[config.mk]
export PLATFORM = sky130hd
export DESIGN_NAME = pe_operand_feeder
export DESIGN_NICKNAME = d
export VERILOG_FILES = /design/src/rtl/pe_feeder_pkg.sv /design/src/rtl/pe_operand_feeder_fifo.sv /design/src/rtl/pe_operand_feeder.sv
export SDC_FILE = /design/constraint.sdc
export NUM_CORES = 1
export LEC_CHECK = 0
export CELL_PAD_IN_SITES_DETAIL_PLACEMENT = 1
export CELL_PAD_IN_SITES_GLOBAL_PLACEMENT = 1
export CORE_MARGIN = 4
export CORE_UTILIZATION = 30
export DETAILED_ROUTE_END_ITERATION = 10
export HOLD_SLACK_MARGIN = 0.02
export MAX_ROUTING_LAYER = met4
export PLACE_DENSITY = 0.53
export SYNTH_ARGS = -nofsm -noshare
export SYNTH_HDL_FRONTEND = slang
export SYNTH_SLANG_ARGS = --single-unit
[constraint.sdc]
create_clock -name clk -period 17.1 [get_ports clk]
set_input_delay 5.13 -clock clk [delete_from_list [all_inputs] [get_ports clk]]
set_output_delay 5.13 -clock clk [all_outputs]
set_load 0.01 [all_outputs]
[src/rtl/pe_feeder_pkg.sv]
// Shared definitions for the PE operand feeder: burst FSM states and the
// default operand/counter widths used on both sides of the PE interface.
package pe_feeder_pkg;

    localparam int PE_DATA_WIDTH = 16;
    localparam int PE_CNT_WIDTH  = 16;

    typedef enum logic [1:0] {
        IDLE   = 2'd0,
        STREAM = 2'd1,
        DONE   = 2'd2
    } feeder_state_e;

endpackage

[src/rtl/pe_operand_feeder_fifo.sv]
// Operand buffer: synchronous FIFO holding packed {residual, weight, input}
// triples. Pointers carry one extra wrap bit so full and empty are
// distinguishable without a separate occupancy counter.
module operand_fifo #(
    parameter int WIDTH = 48,
    parameter int DEPTH = 8
) (
    input  logic             clk,
    input  logic             flush_i,
    input  logic             push_i,
    input  logic [WIDTH-1:0] wdata_i,
    input  logic             pop_i,
    output logic [WIDTH-1:0] rdata_o,
    output logic             full_o,
    output logic             empty_o
);

    localparam int AW = $clog2(DEPTH);
    localparam logic [AW:0] PTR_ONE = {{AW{1'b0}}, 1'b1};

    logic [AW:0]      wr_ptr_q, wr_ptr_d;
    logic [AW:0]      rd_ptr_q, rd_ptr_d;
    logic [WIDTH-1:0] mem_q [DEPTH];
    logic             do_push;
    logic             do_pop;

    assign empty_o = (wr_ptr_q == rd_ptr_q);
    assign full_o  = (wr_ptr_q[AW] != rd_ptr_q[AW]) &&
                     (wr_ptr_q[AW-1:0] == rd_ptr_q[AW-1:0]);

    assign do_push = push_i && !full_o;
    assign do_pop  = pop_i && !empty_o;

    // Head of queue is presented combinationally so the consumer can
    // register it on the same edge that pops it.
    assign rdata_o = mem_q[rd_ptr_q[AW-1:0]];

    // Pointer advance for accepted pushes and pops.
    always_comb begin
        wr_ptr_d = wr_ptr_q;
        rd_ptr_d = rd_ptr_q;
        if (do_push) begin
            wr_ptr_d = wr_ptr_q + PTR_ONE;
        end
        if (do_pop) begin
            rd_ptr_d = rd_ptr_q + PTR_ONE;
        end
    end

    // Pointer registers; flush empties the buffer without touching storage.
    always_ff @(posedge clk) begin
        if (flush_i) begin
            wr_ptr_q <= '0;
            rd_ptr_q <= '0;
        end else begin
            wr_ptr_q <= wr_ptr_d;
            rd_ptr_q <= rd_ptr_d;
        end
    end

    // Storage write; contents are only meaningful between the pointers.
    always_ff @(posedge clk) begin
        if (do_push) begin
            mem_q[wr_ptr_q[AW-1:0]] <= wdata_i;
        end
    end

endmodule

[src/rtl/pe_operand_feeder.sv]
// Transmit side of the PE operand interface. Accepts operand triples from an
// upstream valid/ready stream, buffers them, and issues one triple per cycle
// to the PE for a programmed burst length, with a registered sparsity hint
// and saturating issue/sparse counters for cross-checking against the PE.
//
// state  | meaning
// IDLE   | waiting for start; counters hold last burst's results
// STREAM | accepting and issuing triples until burst_len have been issued
// DONE   | one-cycle end-of-burst pulse
module pe_operand_feeder
    import pe_feeder_pkg::*;
#(
    parameter int                    DATA_WIDTH         = PE_DATA_WIDTH,
    parameter int                    FIFO_DEPTH         = 8,
    parameter logic [DATA_WIDTH-1:0] SPARSITY_THRESHOLD = 16'h0010,
    parameter int                    CNT_WIDTH          = PE_CNT_WIDTH
) (
    input  logic                  clk,
    input  logic                  rst,
    input  logic                  start,
    input  logic [CNT_WIDTH-1:0]  burst_len,
    input  logic                  mode_residual_in,
    input  logic                  s_valid,
    output logic                  s_ready,
    input  logic [DATA_WIDTH-1:0] s_input,
    input  logic [DATA_WIDTH-1:0] s_weight,
    input  logic [DATA_WIDTH-1:0] s_residual,
    output logic                  pe_en,
    output logic                  pe_mode_residual,
    output logic [DATA_WIDTH-1:0] pe_input_data,
    output logic [DATA_WIDTH-1:0] pe_weight_data,
    output logic [DATA_WIDTH-1:0] pe_residual_data,
    output logic                  pe_sparse_hint,
    output logic                  busy,
    output logic                  done,
    output logic [CNT_WIDTH-1:0]  issued_count,
    output logic [CNT_WIDTH-1:0]  sparse_count
);

    localparam int                   FIFO_WIDTH   = 3 * DATA_WIDTH;
    localparam logic [CNT_WIDTH-1:0] CNT_ONE      = {{(CNT_WIDTH-1){1'b0}}, 1'b1};
    localparam logic [DATA_WIDTH:0]  SPARSE_LIMIT = {1'b0, SPARSITY_THRESHOLD};

    feeder_state_e         state_q, state_d;

    logic [CNT_WIDTH-1:0]  burst_len_q;
    logic [CNT_WIDTH-1:0]  accepted_q;
    logic [CNT_WIDTH-1:0]  issued_q;
    logic [CNT_WIDTH-1:0]  sparse_q;
    logic                  mode_q;
    logic                  pe_en_q;
    logic                  hint_q;
    logic [DATA_WIDTH-1:0] input_q;
    logic [DATA_WIDTH-1:0] weight_q;
    logic [DATA_WIDTH-1:0] residual_q;

    logic                  ready_c;
    logic                  busy_c;
    logic                  done_c;
    logic                  load_burst;
    logic                  burst_last;

    logic                  fifo_push;
    logic                  fifo_pop;
    logic                  fifo_full;
    logic                  fifo_empty;
    logic [FIFO_WIDTH-1:0] fifo_wdata;
    logic [FIFO_WIDTH-1:0] fifo_rdata;

    logic [DATA_WIDTH-1:0] head_input;
    logic [DATA_WIDTH-1:0] head_weight;
    logic [DATA_WIDTH-1:0] head_residual;
    logic                  head_sparse;

    // Magnitude one bit wider than the operand so the most negative value
    // maps to +2^(W-1) instead of wrapping back to itself.
    function automatic logic [DATA_WIDTH:0] magnitude(input logic [DATA_WIDTH-1:0] value);
        logic [DATA_WIDTH:0] wide;
        wide = {value[DATA_WIDTH-1], value};
        return value[DATA_WIDTH-1] ? -wide : wide;
    endfunction

    function automatic logic [CNT_WIDTH-1:0] sat_inc(input logic [CNT_WIDTH-1:0] value);
        return (&value) ? value : value + CNT_ONE;
    endfunction

    assign fifo_wdata = {s_residual, s_weight, s_input};
    assign fifo_push  = s_valid && ready_c;

    operand_fifo #(
        .WIDTH (FIFO_WIDTH),
        .DEPTH (FIFO_DEPTH)
    ) u_fifo (
        .clk     (clk),
        .flush_i (rst),
        .push_i  (fifo_push),
        .wdata_i (fifo_wdata),
        .pop_i   (fifo_pop),
        .rdata_o (fifo_rdata),
        .full_o  (fifo_full),
        .empty_o (fifo_empty)
    );

    assign head_input    = fifo_rdata[DATA_WIDTH-1:0];
    assign head_weight   = fifo_rdata[2*DATA_WIDTH-1:DATA_WIDTH];
    assign head_residual = fifo_rdata[3*DATA_WIDTH-1:2*DATA_WIDTH];
    assign head_sparse   = (magnitude(head_input)  < SPARSE_LIMIT) ||
                           (magnitude(head_weight) < SPARSE_LIMIT);

    // Issue counter already includes the triple on the PE pins, so equality
    // during pe_en marks the final issue of the burst.
    assign burst_last = pe_en_q && (issued_q == burst_len_q);

    // State register.
    always_ff @(posedge clk) begin
        if (rst) begin
            state_q <= IDLE;
        end else begin
            state_q <= state_d;
        end
    end

    // Next-state logic; start is only honoured from IDLE.
    always_comb begin
        state_d = state_q;
        case (state_q)
            IDLE: begin
                if (start) begin
                    state_d = (burst_len != '0) ? STREAM : DONE;
                end
            end
            STREAM: begin
                if (burst_last) begin
                    state_d = DONE;
                end
            end
            DONE: begin
                state_d = IDLE;
            end
            default: begin
                state_d = IDLE;
            end
        endcase
    end

    // State-decoded controls; ready is a function of registered state only.
    always_comb begin
        ready_c    = 1'b0;
        busy_c     = 1'b0;
        done_c     = 1'b0;
        load_burst = 1'b0;
        fifo_pop   = 1'b0;
        case (state_q)
            IDLE: begin
                load_burst = start;
            end
            STREAM: begin
                busy_c   = 1'b1;
                ready_c  = !fifo_full && (accepted_q < burst_len_q);
                fifo_pop = !fifo_empty;
            end
            DONE: begin
                done_c = 1'b1;
            end
            default: begin
                done_c = 1'b0;
            end
        endcase
    end

    // Burst configuration, acceptance/issue counters and PE output registers.
    always_ff @(posedge clk) begin
        if (rst) begin
            burst_len_q <= '0;
            mode_q      <= 1'b0;
            accepted_q  <= '0;
            issued_q    <= '0;
            sparse_q    <= '0;
            pe_en_q     <= 1'b0;
            hint_q      <= 1'b0;
            input_q     <= '0;
            weight_q    <= '0;
            residual_q  <= '0;
        end else begin
            if (load_burst) begin
                burst_len_q <= burst_len;
                mode_q      <= mode_residual_in;
                accepted_q  <= '0;
                issued_q    <= '0;
                sparse_q    <= '0;
            end else begin
                if (fifo_push) begin
                    accepted_q <= accepted_q + CNT_ONE;
                end
                if (fifo_pop) begin
                    issued_q <= sat_inc(issued_q);
                    if (head_sparse) begin
                        sparse_q <= sat_inc(sparse_q);
                    end
                end
            end
            pe_en_q <= fifo_pop;
            if (fifo_pop) begin
                input_q    <= head_input;
                weight_q   <= head_weight;
                residual_q <= head_residual;
                hint_q     <= head_sparse;
            end
        end
    end

    assign s_ready          = ready_c;
    assign busy             = busy_c;
    assign done             = done_c;
    assign pe_en            = pe_en_q;
    assign pe_mode_residual = mode_q;
    assign pe_input_data    = input_q;
    assign pe_weight_data   = weight_q;
    assign pe_residual_data = residual_q;
    assign pe_sparse_hint   = hint_q;
    assign issued_count     = issued_q;
    assign sparse_count     = sparse_q;

endmodule
==> results.py <==
metrics = {
    "worst_setup_path": {
        "rrSetupSlack_ps": 11690,
        "worst_setup_path_start_kind": "flop",
        "end_kind": "primary output",
        "critical_path_peak_fanout": 12,
        "cp.required_ps": 11970,
        "worstSetupPathType": "flop to primary output",
        "crit_arrival_ps": 3070,
    },
    "clock_network": {
        "post_cts_resized": 0,
        "hold_buffers": 0,
        "cts_buffers": 58,
        "cts_tree": "yes",
        "clock-sinks": 512,
        "htree_num_levels": 2,
        "clkTransAtPathRegs_ps": 60,
        "clk_latency_ps": 630,
        "postCtsSetupRepairBufs": 0,
        "cts_buffer_depth": 3,
        "root_buffer": "clkbuf_16",
    },
    "sta": {
        "drv_slew": 0,
        "setup_viol": 0,
        "worstMarginPinSlew_ps": 1031,
        "fin_tns_setup_ps": 0,
        "hold_violations": 0,
        "rsz0062_at_grt": "no",
        "setup_ws_ps": 8903,
        "finalCriticalPeriod_ps": 8197,
        "clock_skew_ps": 40.27,
        "fmax_mhz": 122.0,
        "slew_headroom_pct": 29.33,
        "fin_crit_sh_pct": 47.93,
    },
    "placement": {
        "post_dp_cell_area_mm2": 0.02391,
        "portBuffers": 154,
        "dp_hpwl_mm": 36.52,
        "place_congestion": 0.7923,
        "dp_slack_ps": 9196,
    },
    "floorplanning": {
        "boundaryPins": 155,
        "start_util_pct": 30.40,
        "die-area_mm2": 0.07555,
        "core_area_mm2": 0.07027,
        "rows": 97,
        "die_x_um": 274.9,
        "dieHeight_um": 274.9,
    },
    "synth": {
        "ys_warn_count": 0,
        "ys_types": 79,
        "ys_seq_area_share_pct": 65.96,
        "synthTopCellsByCount": "edfxtp_1, dfxtp_1, nor2_1",
        "syn_area_per_cell_um2": 14.68,
        "synth_most_common_cell": "edfxtp_1",
        "synthTopCellsByArea": "edfxtp_1, dfxtp_1, mux4_2",
        "syn_nets": 1544,
        "synth_top_area_share_pct": 53.97,
        "postSynthCellCount": 1455,
        "synth_area_mm2": 0.02137,
        "synth_area_leader_cell": "edfxtp_1",
        "synth-edff-count": 384,
        "ys_seq_elements": 512,
        "yosys_most_used_dff": "edfxtp_1",
        "synthArstFlopShare_pct": 0,
    },
    "global_route": {
        "grt_pass1_wl_mm": 88.00,
        "antenna_found_initial": 6,
        "grt_pass1_vias": 13830,
        "grtUsageTotal_pct": 15.74,
        "grt_max_degree": 119,
        "grt.overflow.total": 0,
    },
    "final_layout": {
        "utilization_pct": 36.62,
        "syn2layout_area_growth_pct": 20.44,
        "design_area_mm2": 0.02573,
        "final_nets": 1702,
        "drive_gt1_share_pct": 13.61,
        "fill_cells": 7233,
    },
    "drt": {
        "drtAntennaViolNets": 0,
        "met3_length_mm": 2.601,
        "avgViaCountPerCell": 4.939,
        "avgRoutedWirePerCell_um": 22.49,
        "highest_layer": "met4",
        "dr_wl_met2_mm": 28.28,
        "vias": 12870,
        "drt_wl_total_mm": 58.60,
        "drc_errors": 0,
        "first_pass_iters": 4,
        "m1WireLength_mm": 26.70,
        "drt_iter0_drc": 698,
    },
    "worst_hold_path": {
        "hp-class": "flop to flop",
    },
    "power": {
        "total_power_mw": 2.701,
        "peakVddDrop_v": 0.00008059,
        "power.leakage_nw": 7.934,
        "powerDensity_mw_per_mm2": 105.0,
    },
    "status": {
        "status": "finished clean",
    },
    "run": {
        "maxCapViolations": 0,
    },
}
## logic make-up (layout without fill, tap and decap cells)
logic type                 count (synthesis)  in the layout  synth area share, %
DFF                                      512            512                65.96
and+or+nand+nor                          408            408                9.235
muxes                                    198            198                13.50
AOI/OAI and AO/OA                        165            165                5.698
buffers and inverters                    105            310                2.501
xor gates and xnor gates                  47             47                1.927
adders and majority gates                 20             20                1.171
other                                      0              5                    0
## flip-flops by register name, summed over array words and instances, names as in the netlist, 2 cells and up, named ones only
register          cells
accepted_q           16
burst_len_q          16
issued_count         16
pe_input_data        16
pe_residual_data     16
pe_weight_data       16
sparse_count         16
state_q               2
u_fifo.mem_q        384
u_fifo.rd_ptr_q       4
u_fifo.wr_ptr_q       4
## worst paths after layout
path               startpoint               end  cells after the start
max            burst_len_q[9]           s_ready                     10
min          pe_mode_residual  pe_mode_residual                      2
max reg2reg              flop  sparse_count[15]                     10
min reg2reg  pe_mode_residual  pe_mode_residual                      2
## cells in the final DEF, fill, tap and decap left out, types with 4 or more instances in the layout
cell type        count
nand2_1             96
ha_1                20
or3_1               20
nand4_1             18
o22ai_1             11
a22oi_1              5
a221oi_1             4
inv_1               25
mux2i_1            107
clkinv_1             6
nor2b_1             13
mux4_2              67
buf_4               24
xor2_1              11
diode_2              5
a21o_1               6
nor3_1              27
nor4_1              14
nor3_2               4
or4_1                4
clkdlybuf4s50_1    153
and2_1               4
xnor2_1             36
a211oi_1            47
clkbuf_1            21
dfxtp_1            125
and3_1              13
a21oi_1             34
edfxtp_1           384
clkbuf_16           58
clkinv_2             6
nand3_1             50
clkbuf_8             6
o21ai_0             11
nand2b_1             5
nor2_1             113
mux2_2              20
o21ai_1              4
## layout make-up
type	count	area [um^2]	area share (%)
flip-flops and latches	512	14100	54.81
multi-input cells	838	6802	26.43
repair buffers	178	1732	6.729
clock buffers	85	1613	6.267
well taps	940	1176	4.570
clock inverters	22	200.2	0.7779
inverters	25	93.84	0.3647
diodes	5	12.51	0.04862
## critical path, stage by stage, from the launching register on
cell             delay (ps)
dfxtp_1                 370
inv_1                    60
ha_1                    300
a21o_1                  160
a21o_1                  170
a21o_1                  190
nor4_1                  180
a211oi_1                110
buf_4                   190
nor2b_1                 170
clkdlybuf4s50_1         570
## metrics by stage
| stage | cells | hold WS (ps) |
|---|---|---|
| global placement | 2493 | 447.8 |
| finish | 2605 | 456.1 |
| global route | 2604 | 500.1 |
| floorplan | 1455 | 444.1 |
| CTS | 2600 | 459.8 |
| detailed placement | 2493 | 451.8 |
## routing by layer
metal	global-route usage, %	vias up
met5	-	-
met4	3.571	0
met3	2.800	75
met2	25.90	235
met1	20.47	6619
li1	-	5936
## power breakdown
group	internal, mW	switching (mW)
Clock	0.671	0.503
Combinational	0.0668	0.0958
Sequential	1.35	0.0120
Total	2.09	0.611
Note: power is estimated with default switching activity, not from simulation.
